[config.mk]
export PLATFORM = sky130hd
export DESIGN_NAME = dmem_ctrl_flat
export DESIGN_NICKNAME = d
export VERILOG_FILES = /design/src/rtl/dmem_ctrl_if.sv /design/src/rtl/dmem_ctrl.sv /design/src/flat_wrapper.sv
export SDC_FILE = /design/constraint.sdc
export NUM_CORES = 1
export LEC_CHECK = 0
export BUFFER_PORTS_ARGS = -buffer_cell sky130_fd_sc_hd__buf_2
export CAP_MARGIN = 5
export CELL_PAD_IN_SITES_DETAIL_PLACEMENT = 0
export CELL_PAD_IN_SITES_GLOBAL_PLACEMENT = 1
export CORE_MARGIN = 3
export CORE_UTILIZATION = 41
export DETAILED_ROUTE_END_ITERATION = 7
export GPL_ROUTABILITY_DRIVEN = 0
export HOLD_SLACK_MARGIN = 0.15
export PLACE_DENSITY = 0.95
export SETUP_SLACK_MARGIN = 0.2
export SLEW_MARGIN = 20
export SYNTH_ARGS = -nofsm -noshare
export SYNTH_HDL_FRONTEND = slang
export SYNTH_SLANG_ARGS = --single-unit
[constraint.sdc]
create_clock -name clk -period 6 [get_ports clk]
set_clock_uncertainty 0.1 [all_clocks]
set_input_delay 0.3 -clock clk [delete_from_list [all_inputs] [get_ports clk]]
set_output_delay 0.3 -clock clk [all_outputs]
set_load 0.1 [all_outputs]
[src/rtl/dmem_ctrl_if.sv]
// Bus bundle between the datapath/control unit, the data-memory controller
// and the SRAM. The controller takes the slave view; whoever drives the
// instruction side and models the SRAM takes the master view.
interface dmem_ctrl_if;
    // Datapath / control-unit side
    logic        memRead;
    logic        memWrite;
    logic [2:0]  f3;
    logic [15:0] address;
    logic [31:0] writeData;
    logic [31:0] readData;
    logic        stall;
    logic        err;
    // SRAM side
    logic        memReq;
    logic        memWe;
    logic [13:0] memAddr;
    logic [3:0]  memBe;
    logic [31:0] memWdata;
    logic [31:0] memRdata;
    logic        memAck;

    modport master (
        output memRead, memWrite, f3, address, writeData, memRdata, memAck,
        input  readData, stall, err, memReq, memWe, memAddr, memBe, memWdata
    );

    modport slave (
        input  memRead, memWrite, f3, address, writeData, memRdata, memAck,
        output readData, stall, err, memReq, memWe, memAddr, memBe, memWdata
    );
endinterface

[src/rtl/dmem_ctrl.sv]
// Data-memory controller: turns load/store requests from the pipeline into a
// single SRAM handshake, generates byte enables and store-data replication,
// aligns and extends load data, and flags misaligned, illegal or timed-out
// accesses with a one-cycle err pulse. err is registered, so it appears in
// the cycle after the faulty request (or in the DONE cycle for a timeout),
// aligned with the cleared readData.
module dmem_ctrl #(
    parameter int unsigned TIMEOUT = 15
) (
    input  logic        clk,
    input  logic        rst,
    dmem_ctrl_if.slave  bus
);

    localparam logic [1:0] IDLE = 2'b00;
    localparam logic [1:0] BUSY = 2'b01;
    localparam logic [1:0] DONE = 2'b10;

    // The wait counter is 5 bits wide, so TIMEOUT is taken modulo 32.
    localparam logic [4:0] TIMEOUT_C = 5'(TIMEOUT);

    logic [1:0]  state_r;
    logic [1:0]  state_next_s;
    logic [4:0]  wait_cnt_r;
    logic        mem_req_r;
    logic        mem_we_r;
    logic [13:0] mem_addr_r;
    logic [3:0]  mem_be_r;
    logic [31:0] mem_wdata_r;
    logic [31:0] read_data_r;
    logic        err_r;
    logic [2:0]  f3_r;
    logic [1:0]  offset_r;
    logic        is_load_r;

    logic        issue_s;
    logic        access_ok_s;
    logic        timeout_s;
    logic        stall_s;

    // f3 codes accepted for the access direction (write wins when both set).
    function automatic logic access_legal(input logic is_write, input logic [2:0] code);
        logic ok;
        case (code)
            3'b000, 3'b001, 3'b010: ok = 1'b1;
            3'b100, 3'b101:         ok = ~is_write;
            default:                ok = 1'b0;
        endcase
        return ok;
    endfunction

    // Natural alignment for halfword and word sizes.
    function automatic logic access_aligned(input logic [2:0] code, input logic [1:0] off);
        logic ok;
        case (code[1:0])
            2'b01:   ok = (off[0] == 1'b0);
            2'b10:   ok = (off == 2'b00);
            default: ok = 1'b1;
        endcase
        return ok;
    endfunction

    // Byte lanes touched by the access; identical for loads and stores.
    function automatic logic [3:0] byte_mask(input logic [2:0] code, input logic [1:0] off);
        logic [3:0] be;
        case (code[1:0])
            2'b00:   be = 4'b0001 << off;
            2'b01:   be = off[1] ? 4'b1100 : 4'b0011;
            2'b10:   be = 4'b1111;
            default: be = 4'b0000;
        endcase
        return be;
    endfunction

    // Store data replicated across lanes so the byte enables pick the right copy.
    function automatic logic [31:0] store_data(input logic [2:0] code, input logic [31:0] wd);
        logic [31:0] d;
        case (code[1:0])
            2'b00:   d = {4{wd[7:0]}};
            2'b01:   d = {2{wd[15:0]}};
            2'b10:   d = wd;
            default: d = 32'h0000_0000;
        endcase
        return d;
    endfunction

    // Shift the addressed lane down and extend per the load code.
    function automatic logic [31:0] load_extract(input logic [2:0] code, input logic [1:0] off,
                                                 input logic [31:0] rdata);
        logic [31:0] sh;
        logic [31:0] d;
        sh = rdata >> {off, 3'b000};
        case (code)
            3'b000:  d = {{24{sh[7]}}, sh[7:0]};
            3'b001:  d = {{16{sh[15]}}, sh[15:0]};
            3'b010:  d = sh;
            3'b100:  d = {24'h00_0000, sh[7:0]};
            3'b101:  d = {16'h0000, sh[15:0]};
            default: d = 32'h0000_0000;
        endcase
        return d;
    endfunction

    // Request decode, stall and timeout detection.
    always_comb begin
        issue_s     = (state_r == IDLE) && (bus.memRead || bus.memWrite);
        access_ok_s = access_legal(bus.memWrite, bus.f3) &&
                      access_aligned(bus.f3, bus.address[1:0]);
        timeout_s   = (state_r == BUSY) && !bus.memAck &&
                      ((wait_cnt_r + 5'd1) == TIMEOUT_C);
        case (state_r)
            IDLE:    stall_s = issue_s && access_ok_s;
            BUSY:    stall_s = 1'b1;
            default: stall_s = 1'b0;
        endcase
    end

    // Next-state selection for the IDLE/BUSY/DONE sequence.
    always_comb begin
        state_next_s = state_r;
        case (state_r)
            IDLE: begin
                if (issue_s && access_ok_s) state_next_s = BUSY;
                else                        state_next_s = IDLE;
            end
            BUSY: begin
                if (bus.memAck)     state_next_s = DONE;
                else if (timeout_s) state_next_s = DONE;
                else                state_next_s = BUSY;
            end
            DONE:    state_next_s = IDLE;
            default: state_next_s = IDLE;
        endcase
    end

    // State register.
    always_ff @(posedge clk or posedge rst) begin
        if (rst) state_r <= IDLE;
        else     state_r <= state_next_s;
    end

    // SRAM request registers, wait counter, load result and error pulse.
    always_ff @(posedge clk or posedge rst) begin
        if (rst) begin
            wait_cnt_r  <= 5'd0;
            mem_req_r   <= 1'b0;
            mem_we_r    <= 1'b0;
            mem_addr_r  <= 14'd0;
            mem_be_r    <= 4'd0;
            mem_wdata_r <= 32'd0;
            read_data_r <= 32'd0;
            err_r       <= 1'b0;
            f3_r        <= 3'd0;
            offset_r    <= 2'd0;
            is_load_r   <= 1'b0;
        end else begin
            case (state_r)
                IDLE: begin
                    err_r <= 1'b0;
                    if (issue_s && access_ok_s) begin
                        mem_req_r   <= 1'b1;
                        mem_we_r    <= bus.memWrite;
                        mem_addr_r  <= bus.address[15:2];
                        mem_be_r    <= byte_mask(bus.f3, bus.address[1:0]);
                        mem_wdata_r <= bus.memWrite ? store_data(bus.f3, bus.writeData) : 32'd0;
                        f3_r        <= bus.f3;
                        offset_r    <= bus.address[1:0];
                        is_load_r   <= ~bus.memWrite;
                        wait_cnt_r  <= 5'd0;
                    end else if (issue_s) begin
                        err_r <= 1'b1;
                        if (!bus.memWrite) read_data_r <= 32'd0;
                    end else begin
                        mem_req_r <= 1'b0;
                    end
                end
                BUSY: begin
                    err_r <= 1'b0;
                    if (bus.memAck) begin
                        mem_req_r <= 1'b0;
                        if (is_load_r) read_data_r <= load_extract(f3_r, offset_r, bus.memRdata);
                    end else if (timeout_s) begin
                        mem_req_r   <= 1'b0;
                        err_r       <= 1'b1;
                        read_data_r <= 32'd0;
                    end else begin
                        wait_cnt_r <= wait_cnt_r + 5'd1;
                    end
                end
                DONE: begin
                    err_r <= 1'b0;
                end
                default: begin
                    err_r     <= 1'b0;
                    mem_req_r <= 1'b0;
                end
            endcase
        end
    end

    assign bus.stall    = stall_s;
    assign bus.err      = err_r;
    assign bus.readData = read_data_r;
    assign bus.memReq   = mem_req_r;
    assign bus.memWe    = mem_we_r;
    assign bus.memAddr  = mem_addr_r;
    assign bus.memBe    = mem_be_r;
    assign bus.memWdata = mem_wdata_r;

endmodule

[src/flat_wrapper.sv]
// flat-port wrapper written by rule: the top's interface ports become plain ports
module dmem_ctrl_flat 
#(
    parameter int unsigned TIMEOUT = 15
)
  (clk, rst, bus_memRead, bus_memWrite, bus_f3, bus_address, bus_writeData, bus_memRdata, bus_memAck, bus_readData, bus_stall, bus_err, bus_memReq, bus_memWe, bus_memAddr, bus_memBe, bus_memWdata);
  dmem_ctrl_if bus_i ();
  input  logic clk;
  input  logic rst;
  input wire logic [$bits(bus_i.memRead)-1:0] bus_memRead;
  input wire logic [$bits(bus_i.memWrite)-1:0] bus_memWrite;
  input wire logic [$bits(bus_i.f3)-1:0] bus_f3;
  input wire logic [$bits(bus_i.address)-1:0] bus_address;
  input wire logic [$bits(bus_i.writeData)-1:0] bus_writeData;
  input wire logic [$bits(bus_i.memRdata)-1:0] bus_memRdata;
  input wire logic [$bits(bus_i.memAck)-1:0] bus_memAck;
  output wire logic [$bits(bus_i.readData)-1:0] bus_readData;
  output wire logic [$bits(bus_i.stall)-1:0] bus_stall;
  output wire logic [$bits(bus_i.err)-1:0] bus_err;
  output wire logic [$bits(bus_i.memReq)-1:0] bus_memReq;
  output wire logic [$bits(bus_i.memWe)-1:0] bus_memWe;
  output wire logic [$bits(bus_i.memAddr)-1:0] bus_memAddr;
  output wire logic [$bits(bus_i.memBe)-1:0] bus_memBe;
  output wire logic [$bits(bus_i.memWdata)-1:0] bus_memWdata;
  assign bus_i.memRead = bus_memRead;
  assign bus_i.memWrite = bus_memWrite;
  assign bus_i.f3 = bus_f3;
  assign bus_i.address = bus_address;
  assign bus_i.writeData = bus_writeData;
  assign bus_i.memRdata = bus_memRdata;
  assign bus_i.memAck = bus_memAck;
  assign bus_readData = bus_i.readData;
  assign bus_stall = bus_i.stall;
  assign bus_err = bus_i.err;
  assign bus_memReq = bus_i.memReq;
  assign bus_memWe = bus_i.memWe;
  assign bus_memAddr = bus_i.memAddr;
  assign bus_memBe = bus_i.memBe;
  assign bus_memWdata = bus_i.memWdata;
  dmem_ctrl #(.TIMEOUT(TIMEOUT)) u_core (.clk(clk), .rst(rst), .bus(bus_i));
endmodule
Yosys cells after proc, flatten, opt, wreduce, memory -nomap -nowiden --
Cells that the tools add are included.
Cells by class: equality and inequality tests 22, shift operators 2, bitwise logic cells 3, reductions and logical operators 19, $add $sub $neg 1, multiplexer cells 33
Operators by type and width (number):
- 32-bit two-way mux | 7
- 32-bit one-hot mux with 5 select lines | 1
- 32-bit one-hot mux with 3 select lines | 1
- 32-bit one-hot mux with 2 select lines | 1
- 32-bit by 5-bit right shift with 32-bit output | 1
- 5-bit two-way mux | 3
- 3-bit equality test (second input constant) | 4
- 4-bit one-hot mux with 3 select lines | 1
- 2-bit != test (second input constant) | 5
- 5-bit one-hot mux with 2 select lines | 1
- 1-bit two-way mux | 9
- 1-bit one-hot mux with 2 select lines | 4
- 3-bit by 1-bit equality test with 1-bit output (second input constant) | 2
- 3-bit by 2-bit equality test with 1-bit output (second input constant) | 2
- 2-bit logical NOT | 3
- 3-bit logical NOT | 2
- 3-bit by 2-bit != test with 1-bit output (second input constant) | 2
- 6-bit AND reduction | 1
- 5-bit by 1-bit adder with 5-bit output (second input constant) | 1
- 5-bit by 4-bit equality test with 1-bit output (second input constant) | 1
- 1-bit logical AND | 5
- 2-bit by 1-bit equality test with 1-bit output (second input constant) | 2
- 2-bit equality test (second input constant) | 2
- 2-bit two-way mux | 2
- other kinds (15) | 17
Storage, ports and cells: flip-flop bits (word level) 98, logic and storage cells 92, bits of input ports 88, output and inout port bits 86

Depth between registers and ports, before layout --
Gate-level depths: netlist of the first run.
word-level depth 7, gate-level depth with buffers 10, depth with buffers taken out 7

Least setup slack after synthesis of the first run --
Ideal clock, no wire load.
path type input port to output port, start point input port bus_f3[1], end point output port bus_stall, cell stages on the path 9, path buffers 3, setup slack 2287 ps, data required time 5600 ps, arrival time 3313 ps, path through inv_1 ha_1 or2_1 buf_2 o32ai_1 or4b_1 buf_2 buf_2 a21oi_1
Between the ends: cells in the longest elaborated chain, start to end 6, elaborated cells on any way between the ends 14, classes of those cells eq/ne (6); mux (3); reduce/logical (5)
RTL lines:
- start: declaration | line flat_wrapper.sv:12 | input wire logic [$bits(bus_i.f3)-1:0] bus_f3;
- 3-bit by 1-bit equality test with 1-bit output, or another cell as far along | line dmem_ctrl.sv:44 | case (code)
- 3-bit OR reduction / 2-bit OR reduction (equally long branches) | line dmem_ctrl.sv:44
- 1-bit one-hot mux with 2 select lines | line dmem_ctrl.sv:44
- 1-bit logical AND (*) | line dmem_ctrl.sv:107 | access_ok_s = access_legal(bus.memWrite, bus.f3) &&
- 1-bit logical AND (*) | line dmem_ctrl.sv:112 | IDLE: stall_s = issue_s && access_ok_s;
- 1-bit one-hot mux with 2 select lines (*) | line dmem_ctrl.sv:111 | case (state_r)
- end: declaration | line flat_wrapper.sv:18 | output wire logic [$bits(bus_i.stall)-1:0] bus_stall;
Every way passes the cells marked *; elsewhere a longest branch is shown, timed or not.

Worst setup path in the final report of the first run --
start point input port bus_f3[0], end point output port bus_stall
The elaborated chain is that of the path after synthesis.

==> flow_metrics.tcl, run 1 <==
set metrics [dict create \
    outcome "finished, final reports clean" \
    r2r_setup_slack_ns 3.20 \
    layout-area-overhead-vs-synth_pct 32.5 \
    die_x_um 117 \
    post_synthesis_sequential_area_ratio_pct 48.7 \
    postRouteWirelength_mm 15.0 \
    cts_tree "done" \
    ys_ff_latch 98 \
    design.core.area_mm2 0.0117 \
    routed-via-count 4616 \
    drt_iter0_drc 321 \
    worstHoldPathCells 3 \
    asyncSetResetFlopFracSynth_pct 100 \
    global_route_wire_length_before_repair_mm 23.4 \
    end_kind "output pin" \
    final_util_pct 57.0 \
    totalNegativeSetupSlack_ns 0 \
    io_buffers 173 \
    cp.arrival_ns 3.05 \
    cts_resized 0 \
    drt.antenna.violating_nets 0 \
    period_share_pct 57.4 \
    synth_edf_count 0 \
    wire_per_inst_um 18.0 \
    global_route.usage.total_pct 22.0 \
    synthesis.instances 494 \
    synth.cell_area_mm2 0.00503 \
    timing.critical_path.from_type "input port" \
    cp_max_fo 30 \
    relSlewSlack_pct 29.7 \
    nets 784 \
    boundaryPins 174 \
    post_synth_top_flop "sky130_fd_sc_hd__dfrtp_1" \
    cts_bufs_inserted 9 \
    start_util_pct 43.0 \
    number_of_remaining_drc_errors 0 \
    slew_viol_final 0 \
    worstSetupPathType "input port to output pin" \
    routed_via_density 5.51 \
    synth_cell_type_count 51 \
    std_cell_rows 39 \
    setup-violations-final 0 \
    place.detailed.hpwl_mm 10.4 \
    overflow 0 \
    ratio_of_cells_with_drive_above_1_in_the_final_layout_pct 34.7 \
    number_of_global_route_vias_before_repair 4614 \
    worst-endpoint-required_ns 5.60 \
    root_buffer "sky130_fd_sc_hd__clkbuf_16" \
    rsz0062_at_grt "false" \
    timing_worst_slew_pin_value_ns 1.05 \
    h-tree-depth 3 \
    timing.fmax_ghz 0.290 \
    path_clk_slew_ns 0.07 \
    clock_period_minus_final_worst_setup_slack_ns 3.45 \
    floorplan.die.height_um 117 \
    synthesis.nets 588 \
    die_area_mm2 0.0136 \
    tritoncts_num_sinks 98 \
    cts_max_path_buffers 2 \
    clk_latency_ns 0.35 \
    max-cap-violations 0 \
    number_of_antenna_violations_at_the_first_check_in_global_routing 0 \
    syn_avg_cell_area_um2 10.2 \
    grt_start_max_net_pins 64 \
    drtPass1Iterations 5 \
    timing_hold_violations_final 0 \
    timing.hold.worst.class "input port to flop" \
    antennaDiodeCount 0 \
    synth.yosys.warnings 0 \
    worst-r2r-cell-count 7 \
]
## stage by stage
step	cell area [um2]	worst slack, ns	cells	hold WS, ns
final	6670	2.55	838	0.161
after global routing	6670	2.37	838	0.166
after CTS	6650	2.54	837	0.150
after detailed placement	5970	2.24	781	0.254
after global placement	5970	2.42	781	0.234
after floorplan	5030	2.29	494	0.332
## flip-flops by register name (all words and copies together) (netlist names)
| name | flops |
|---|---|
| u_core.bus.memWe | 1 |
| u_core.f3_r | 3 |
| u_core.bus.err | 1 |
| u_core.bus.memBe | 4 |
| u_core.offset_r | 2 |
| u_core.wait_cnt_r | 5 |
| u_core.bus.memWdata | 32 |
| u_core.bus.memReq | 1 |
| u_core.bus.readData | 32 |
| u_core.bus.memAddr | 14 |
| u_core.state_r | 2 |
| u_core.is_load_r | 1 |
## synthesized netlist by cell type (all sizes together), types with 5 or more instances
library cell | count | share of area [%]
mux2 | 48 | 11
buf | 17 | 1.8
nand2 | 56 | 4.3
nand3 | 8 | 0.80
ha | 6 | 1.5
o21ai | 43 | 4.3
nor2 | 22 | 1.6
clkbuf | 17 | 1.3
a22o | 16 | 2.8
a21oi | 56 | 5.6
dfrtp | 98 | 49
o31ai | 11 | 1.6
inv | 14 | 1.0
and2 | 9 | 1.1
nor2b | 5 | 0.62
a22oi | 9 | 1.3
nor3 | 5 | 0.72
o41ai | 7 | 1.2
mux2i | 16 | 3.2
## layer usage
layer / vias up / track usage [%] / wire length [um]
met4: 0 / 6.88 / 276
li1: 2177 / - / -
met2: 227 / 36.6 / 7200
met3: 23 / 6.63 / 1310
met1: 2189 / 27.7 / 6260
met5: - / 0 / 0
## worst paths after layout
check / startpoint / end
min in group asynchronous: rst / u_core.bus.memAddr[9]
setup reg to reg: u_core.wait_cnt_r[0] / u_core.bus.readData[10]
hold reg to reg: u_core.bus.memBe[2] / u_core.bus.memBe[2]
max in group asynchronous: rst / u_core.bus.memWdata[11]
setup / recovery: bus_f3[0] / bus_stall
hold / removal: bus_writeData[20] / u_core.bus.memWdata[20]
## repair_timing
| item | 4_1_cts | 5_1_grt |
|---|---|---|
| buffers inserted | 0 | 0 |
| endpoints found under the hold margin | 74 | 0 |
| hold buffers | 40 | 0 |
## kinds of logic (layout without fill, tap and decap cells)
group	after synthesis	in the layout	share of synthesized area (%)
AOI/OAI and AO/OA	157	157	19.5
DFF	98	98	48.7
buffers and inverters	48	249	4.15
muxes	65	65	14.4
and+or+nand+nor	120	120	11.8
adders and majority gates	6	6	1.49
## layout make-up
| cell class | count | area (um2) |
|---|---|---|
| Fill cell | 1016 | 5040 |
| Sequential cell | 98 | 2450 |
| Multi-Input combinational cell | 348 | 2390 |
| Timing Repair Buffer | 219 | 1320 |
| Clock buffer | 10 | 229 |
| Tap cell | 143 | 179 |
| Inverter | 14 | 55.1 |
| Clock inverter | 6 | 50.0 |
## worst max-delay path, cell delays in order
cell	delay, ns
sky130_fd_sc_hd__buf_2	0.11
sky130_fd_sc_hd__inv_1	0.10
sky130_fd_sc_hd__ha_1	0.79
sky130_fd_sc_hd__nor2b_1	0.21
sky130_fd_sc_hd__o32ai_1	0.16
sky130_fd_sc_hd__or4b_2	0.72
sky130_fd_sc_hd__a21oi_1	0.19
sky130_fd_sc_hd__buf_2	0.45
## placed cells by master (no fill, tap or decap), types with 8 or more instances in the layout
cell type	instances
sky130_fd_sc_hd__a21oi_1	56
sky130_fd_sc_hd__dfrtp_1	98
sky130_fd_sc_hd__a22oi_1	9
sky130_fd_sc_hd__a22o_1	16
sky130_fd_sc_hd__nand2_1	55
sky130_fd_sc_hd__inv_1	12
sky130_fd_sc_hd__o21ai_1	32
sky130_fd_sc_hd__clkbuf_16	9
sky130_fd_sc_hd__o31ai_1	11
sky130_fd_sc_hd__nor2_1	22
sky130_fd_sc_hd__o21ai_0	11
sky130_fd_sc_hd__mux2_1	14
sky130_fd_sc_hd__mux2_2	34
sky130_fd_sc_hd__and2_1	8
sky130_fd_sc_hd__mux2i_1	16
sky130_fd_sc_hd__buf_2	173
sky130_fd_sc_hd__dlygate4sd3_1	40
Power of run 1 is not shown: default switching activity piles up to over one toggle a cycle in this logic, so the estimate is an artifact.
==> run 2, diff against run 1 <==
ABC_AREA = 1   (was unset)
CORE_UTILIZATION = 36   (was 41)
PLACE_DENSITY = 0.93   (was 0.95)
clock period = 3.5 ns   (was 6 ns; I/O delays follow)
==> run 2 against run 1 <==
Compared with the run above:
- clock-buffer cell count unchanged
- routed wire length is 8.0% higher
- area after synthesis up 5.5%
- non-clock buffer count increased by 24
- register-to-register slack got worse by 2.0 ns
- cell count is 34% higher
- sequential cell count did not move
==> flow_metrics.tcl, run 2 <==
set metrics [dict create \
    outcome "finished, final reports clean" \
    synth.top_cell.area_share_pct 46.2 \
    power_density_mw_per_mm2 815 \
    totalNegativeSetupSlack_ns 0 \
    cell_types_with_the_largest_area_share_after_synthesis "sky130_fd_sc_hd__dfrtp_1 46%, sky130_fd_sc_hd__nand2_1 22%, sky130_fd_sc_hd__nand3_1 7.3%" \
    layout-area-overhead-vs-synth_pct 34.6 \
    cp.arrival_ns 2.59 \
    grt_start_max_net_pins 63 \
    number_of_antenna_violations_at_the_first_check_in_global_routing 0 \
    cts_bufs_inserted 9 \
    ratio_of_cells_with_drive_above_1_in_the_final_layout_pct 23.3 \
    yosys-top-cells-count "307 x sky130_fd_sc_hd__nand2_1, 98 x sky130_fd_sc_hd__dfrtp_1, 77 x sky130_fd_sc_hd__nand3_1, 48 x sky130_fd_sc_hd__inv_1, 42 x sky130_fd_sc_hd__o21ai_0" \
    routed-via-count 5420 \
    path_clk_slew_ns 0.06 \
    start_util_pct 37.5 \
    total_power_mw 5.83 \
    crit_slowest_cell "sky130_fd_sc_hd__dlygate4sd3_1" \
    design_area_mm2 0.00715 \
    cellLeakagePower_nw 4.08 \
    yosys.cell_count.top_type "sky130_fd_sc_hd__nand2_1" \
    number_of_buffer_and_inverter_instances_along_the_worst_setup_path 5 \
    die_area_mm2 0.0162 \
    p_sw_mw 3.27 \
    crit_path_frequent_cell "sky130_fd_sc_hd__nand2_2" \
    synthesis.instances 720 \
    timing.critical_path.from_type "input port" \
    synth_edf_count 0 \
    wire_per_inst_um 14.5 \
    synth_cell_type_count 31 \
    rsz0062_at_grt "false" \
    synth.cell_area_mm2 0.00531 \
    multiInputGateArea_mm2 0.00242 \
    largest_area_contributor_in_the_synthesized_netlist "sky130_fd_sc_hd__dfrtp_1" \
    timing_worst_slew_pin_value_ns 0.922 \
    layout_commonest_cell "sky130_fd_sc_hd__nand2_1" \
    place.detailed.hpwl_mm 11.3 \
    timing.critical_path.cells "dlygate4sd3_1, buf_2, inv_1, ha_1, inv_1, nand2_2, nand2_2, nand2_2, nand3_4, nand2_1, buf_2" \
    placement.cell_area_mm2 0.00622 \
    worstSetupPathType "input port to output pin" \
    end_kind "output pin" \
    final_cell_mix "307 x sky130_fd_sc_hd__nand2_1, 173 x sky130_fd_sc_hd__buf_2, 98 x sky130_fd_sc_hd__dfrtp_1" \
    die_x_um 127 \
    asyncSetResetFlopFracSynth_pct 100 \
    routed_via_density 4.84 \
    root_buffer "sky130_fd_sc_hd__clkbuf_16" \
    cts_max_path_buffers 2 \
    dp_worst_setup_slack_ns 0.952 \
    fin_worst_setup_slack_ns 0.636 \
    final_util_pct 50.5 \
    antennaDiodeCount 0 \
    filler_cells 1416 \
    syn_avg_cell_area_um2 7.38 \
    cts_resized 0 \
    cp_max_fo 15 \
    cts_setup_buffers 0 \
    nets 1029 \
    drt.antenna.violating_nets 0 \
    io_buffers 173 \
    boundaryPins 174 \
    timing.hold.ws_ns 0.165 \
    h-tree-depth 3 \
    period_share_pct 81.8 \
    relSlewSlack_pct 38.4 \
    timing.hold.worst.class "input port to flop" \
    post_synthesis_sequential_area_ratio_pct 46.2 \
    switching_share_pct 56.1 \
    number_of_remaining_drc_errors 0 \
    global_route_wire_length_before_repair_mm 27.0 \
    cts_tree "done" \
    ys_ff_latch 98 \
    worst_path_dominant_cell_family "buffers and inverters" \
    synthesis.nets 814 \
    timing.fmax_ghz 0.349 \
    global_route.usage.total_pct 20.4 \
    max-cap-violations 0 \
    design.core.area_mm2 0.0141 \
    drt_iter0_drc 369 \
    seq_area_mm2 0.00245 \
    post_synth_top_flop "sky130_fd_sc_hd__dfrtp_1" \
    setup-violations-final 0 \
    clk_latency_ns 0.35 \
    p_seq_share_pct 26.7 \
    vdd_ir_drop_max_mv 0.559 \
    postRouteWirelength_mm 16.2 \
    worst-endpoint-required_ns 3.22 \
    clock_period_minus_final_worst_setup_slack_ns 2.86 \
    number_of_global_route_vias_before_repair 5500 \
    slew_viol_final 0 \
    floorplan.die.height_um 127 \
    cts_hold_buf 62 \
    combPwrFrac_pct 55.6 \
    tritoncts_num_sinks 98 \
    std_cell_rows 43 \
    drtPass1Iterations 5 \
    power.share.clock_pct 17.7 \
    synth.yosys.warnings 0 \
    placed_cells_incl_taps 1042 \
    timing_hold_violations_final 0 \
    critPathMaxStageDelay_ns 0.56 \
    p_int_mw 2.56 \
    final-instance-count-excl-fill 1120 \
    overflow 0 \
]
run 2: cell families (layout without fill, tap and decap cells):
kind of cell | count (synthesis) | count (layout) | synth area share [%]
xor gates and xnor gates | 1 | 1 | 0.165
DFF | 98 | 98 | 46.2
AOI/OAI and AO/OA | 106 | 106 | 10.8
adders and majority gates | 6 | 6 | 1.41
and+or+nand+nor | 420 | 420 | 33.2
buffers and inverters | 89 | 309 | 8.22
run 2: power groups by stage:
stage | Clock (mW) | Sequential [mW] | Combinational [mW]
floorplan | 0 | 3.23 | 0.997
global route | 1.11 | 1.59 | 3.45
detailed placement | 0 | 1.57 | 3.20
finish | 1.03 | 1.56 | 3.24
global placement | 0 | 1.57 | 3.18
CTS | 1.06 | 1.55 | 3.25
run 2: worst min-delay path, delay by kind of cell:
| kind | cells | cell delay (ns) |
|---|---|---|
| simple gates | 2 | 0.15 |
| compound gates | 2 | 0.18 |
| buf+inv | 1 | 0.08 |
run 2: per-layer routing:
layer	vias up	share of wire, %	track usage [%]
met5	-	0	0
met4	0	2.2	5.93
met2	178	48	34.9
met3	26	7.2	5.73
met1	2484	42	25.2
li1	2732	-	-
run 2: path summary, 6_finish.rpt:
kind                       depth (start not counted)                     from                      end  slack, ns
setup / recovery                                  11                bus_f3[0]                bus_stall       0.64
hold / removal                                     5          bus_memRdata[1]   u_core.bus.readData[1]       0.17
setup reg to reg                                   8     u_core.wait_cnt_r[0]  u_core.bus.readData[28]       1.16
hold reg to reg                                    2  u_core.bus.readData[18]  u_core.bus.readData[18]       0.38
max in group asynchronous                          4                      rst     u_core.wait_cnt_r[4]       2.08
min in group asynchronous                          3                      rst   u_core.bus.memAddr[11]       0.38
run 2: cell type report:
type | count | share of cell area, %
clock inverter | 6 | 0.998
multi-input combinational | 533 | 33.9
sequential | 98 | 34.3
clock buffer | 10 | 3.34
tap | 180 | 3.15
inverter | 50 | 2.66
timing repair buffer | 243 | 21.6
No activity file was read; power rests on OpenSTA's default activity.
==> run 3, diff against run 2 <==
CORE_UTILIZATION = 32   (was 36)
PLACE_DENSITY = 0.88   (was 0.93)
clock period = 2.6 ns   (was 3.5 ns; I/O delays follow)
==> run 3 against run 2 <==
Compared with the run above:
- non-clock buffer count increased by 22
- sequential share of layout area decreased by 1.4 points
- register-to-register slack got worse by 0.68 ns
- cell count increased by 5.2%
- sequential cell count unchanged
- via count increased by 4.4%
- first-iteration DRC count decreased by 21%
- routed wire length increased by 5.2%
- clock power increased by 41%
- critical endpoint unchanged
==> flow_metrics.tcl, run 3 (synthesis gave the netlist of run 2 again) <==
set metrics [dict create \
    layout_commonest_cell "sky130_fd_sc_hd__nand2_1" \
    drtPass1Iterations 5 \
    combPwrFrac_pct 55.7 \
    cp.arrival_ns 1.99 \
    io_buffers 173 \
    critPathMaxStageDelay_ns 0.53 \
    setup-violations-final 0 \
    global_route.usage.total_pct 19.1 \
    cellLeakagePower_nw 4.19 \
    timing.critical_path.from_type "input port" \
    routed-via-count 5658 \
    design.core.area_mm2 0.0161 \
    cts_tree "done" \
    period_share_pct 85.2 \
    vdd_ir_drop_max_mv 0.628 \
    layout-area-overhead-vs-synth_pct 40.2 \
    clock_period_minus_final_worst_setup_slack_ns 2.22 \
    p_sw_mw 4.42 \
    number_of_remaining_drc_errors 0 \
    postRouteWirelength_mm 17.1 \
    rsz0062_at_grt "false" \
    root_buffer "sky130_fd_sc_hd__clkbuf_16" \
    clk_latency_ns 0.34 \
    wire_per_inst_um 14.5 \
    overflow 0 \
    worstHoldPathCells 5 \
    number_of_buffer_and_inverter_instances_along_the_worst_setup_path 4 \
    p_int_mw 3.57 \
    ratio_of_cells_with_drive_above_1_in_the_final_layout_pct 23.5 \
    drt.antenna.violating_nets 0 \
    die_area_mm2 0.0182 \
    totalNegativeSetupSlack_ns 0 \
    grt_start_max_net_pins 38 \
    boundaryPins 174 \
    routed_via_density 4.80 \
    cts_setup_buffers 0 \
    die_x_um 135 \
    floorplan.die.height_um 135 \
    cts_max_path_buffers 2 \
    number_of_global_route_vias_before_repair 5717 \
    path_clk_slew_ns 0.06 \
    drt_iter0_drc 290 \
    timing_worst_slew_pin_value_ns 0.768 \
    number_of_antenna_violations_at_the_first_check_in_global_routing 0 \
    worst-endpoint-required_ns 2.37 \
    timing.hold.worst.class "input port to flop" \
    power.share.clock_pct 18.1 \
    slew_viol_final 0 \
    timing.fmax_ghz 0.451 \
    critical_path_depth 8 \
    outcome "finished, final reports clean" \
    nets 1051 \
    final_util_pct 46.4 \
    switching_share_pct 55.3 \
    final_cell_mix "307 x sky130_fd_sc_hd__nand2_1, 172 x sky130_fd_sc_hd__buf_2, 98 x sky130_fd_sc_hd__dfrtp_1" \
    cp_max_fo 31 \
    relSlewSlack_pct 48.7 \
    worst-r2r-cell-count 10 \
    start_util_pct 33.1 \
    power_density_mw_per_mm2 1070 \
    timing.critical_path.cells "dlygate4sd3_1, buf_2, inv_1, nand3_1, nand3_2, nand3_4, nand2_1, buf_12" \
    end_kind "output pin" \
    tritoncts_num_sinks 98 \
    crit_slowest_cell "sky130_fd_sc_hd__dlygate4sd3_1" \
    cts_bufs_inserted 9 \
    max-cap-violations 0 \
    worst_path_dominant_cell_family "buffers and inverters" \
    timing_hold_violations_final 0 \
    antennaDiodeCount 0 \
    place.detailed.hpwl_mm 11.9 \
    worstSetupPathType "input port to output pin" \
    p_seq_share_pct 26.3 \
    h-tree-depth 3 \
    global_route_wire_length_before_repair_mm 27.8 \
    std_cell_rows 46 \
]
## run 3: cell count changes in the layout (fill, tap and decap cells not counted), moves of 2 or more
cell	change
sky130_fd_sc_hd__dlygate4sd3_1	+14
sky130_fd_sc_hd__buf_4	+6
sky130_fd_sc_hd__buf_12	+3
sky130_fd_sc_hd__clkbuf_1	+2
## run 3: final timing paths
kind / start / endpoint / slack (ns)
max reg2reg: u_core.wait_cnt_r[1] / u_core.bus.readData[26] / 0.48
min reg2reg: u_core.bus.memReq / u_core.bus.memReq / 0.37
min: bus_memRdata[3] / u_core.bus.readData[3] / 0.15
max in group asynchronous: rst / u_core.bus.memWdata[15] / 1.29
max: bus_address[0] / bus_stall / 0.38
min in group asynchronous: rst / u_core.bus.memWdata[19] / 0.36
## run 3: power groups by stage
stage	registers [mW]	clock network [mW]	logic [mW]
2_1_floorplan	4.34	0	1.34
3_3_place_gp	2.12	0	4.34
3_5_place_dp	2.11	0	4.36
4_1_cts	2.10	1.49	4.46
5_1_grt	2.14	1.55	4.75
6_report	2.10	1.45	4.45
## run 3: worst min-delay path, cell delays in order
cell,delay (ns)
sky130_fd_sc_hd__buf_2,0.08
sky130_fd_sc_hd__a21oi_1,0.05
sky130_fd_sc_hd__a21oi_1,0.15
sky130_fd_sc_hd__nand3_1,0.09
sky130_fd_sc_hd__nand2_1,0.06
## run 3: layer usage
layer	wire length [um]	global-route usage (%)
met5	0	0
met4	414	6.05
met3	1430	5.96
met2	8300	32.6
met1	6950	22.9
## run 3: what timing repair did
action / in CTS / in global routing
hold buffers: 76 / 0
endpoints found under the hold margin: 93 / 0
resized for setup: 0 / 1
endpoints found under the setup margin: 0 / 12
## run 3: per-stage QoR
| stage | setup slack, ns | cell area [um2] | power [mW] | hold slack, ns | instances |
|---|---|---|---|---|---|
| floorplan | 0.556 | 5320 | 5.68 | 0.131 | 720 |
| global placement | 0.452 | 6360 | 6.45 | 0.209 | 1086 |
| detailed placement | 0.299 | 6360 | 6.48 | 0.229 | 1086 |
| CTS | 0.372 | 7440 | 8.05 | 0.150 | 1178 |
| global route | 0.203 | 7450 | 8.44 | 0.182 | 1178 |
| finish | 0.384 | 7450 | 8.00 | 0.155 | 1178 |
## run 3: layout make-up
type / count / area, um2
Clock buffer: 11 / 233
Clock inverter: 5 / 86.3
Fill cell: 1618 / 8610
Inverter: 50 / 191
Multi-Input combinational cell: 533 / 2430
Sequential cell: 98 / 2450
Tap cell: 216 / 270
Timing Repair Buffer: 265 / 1790
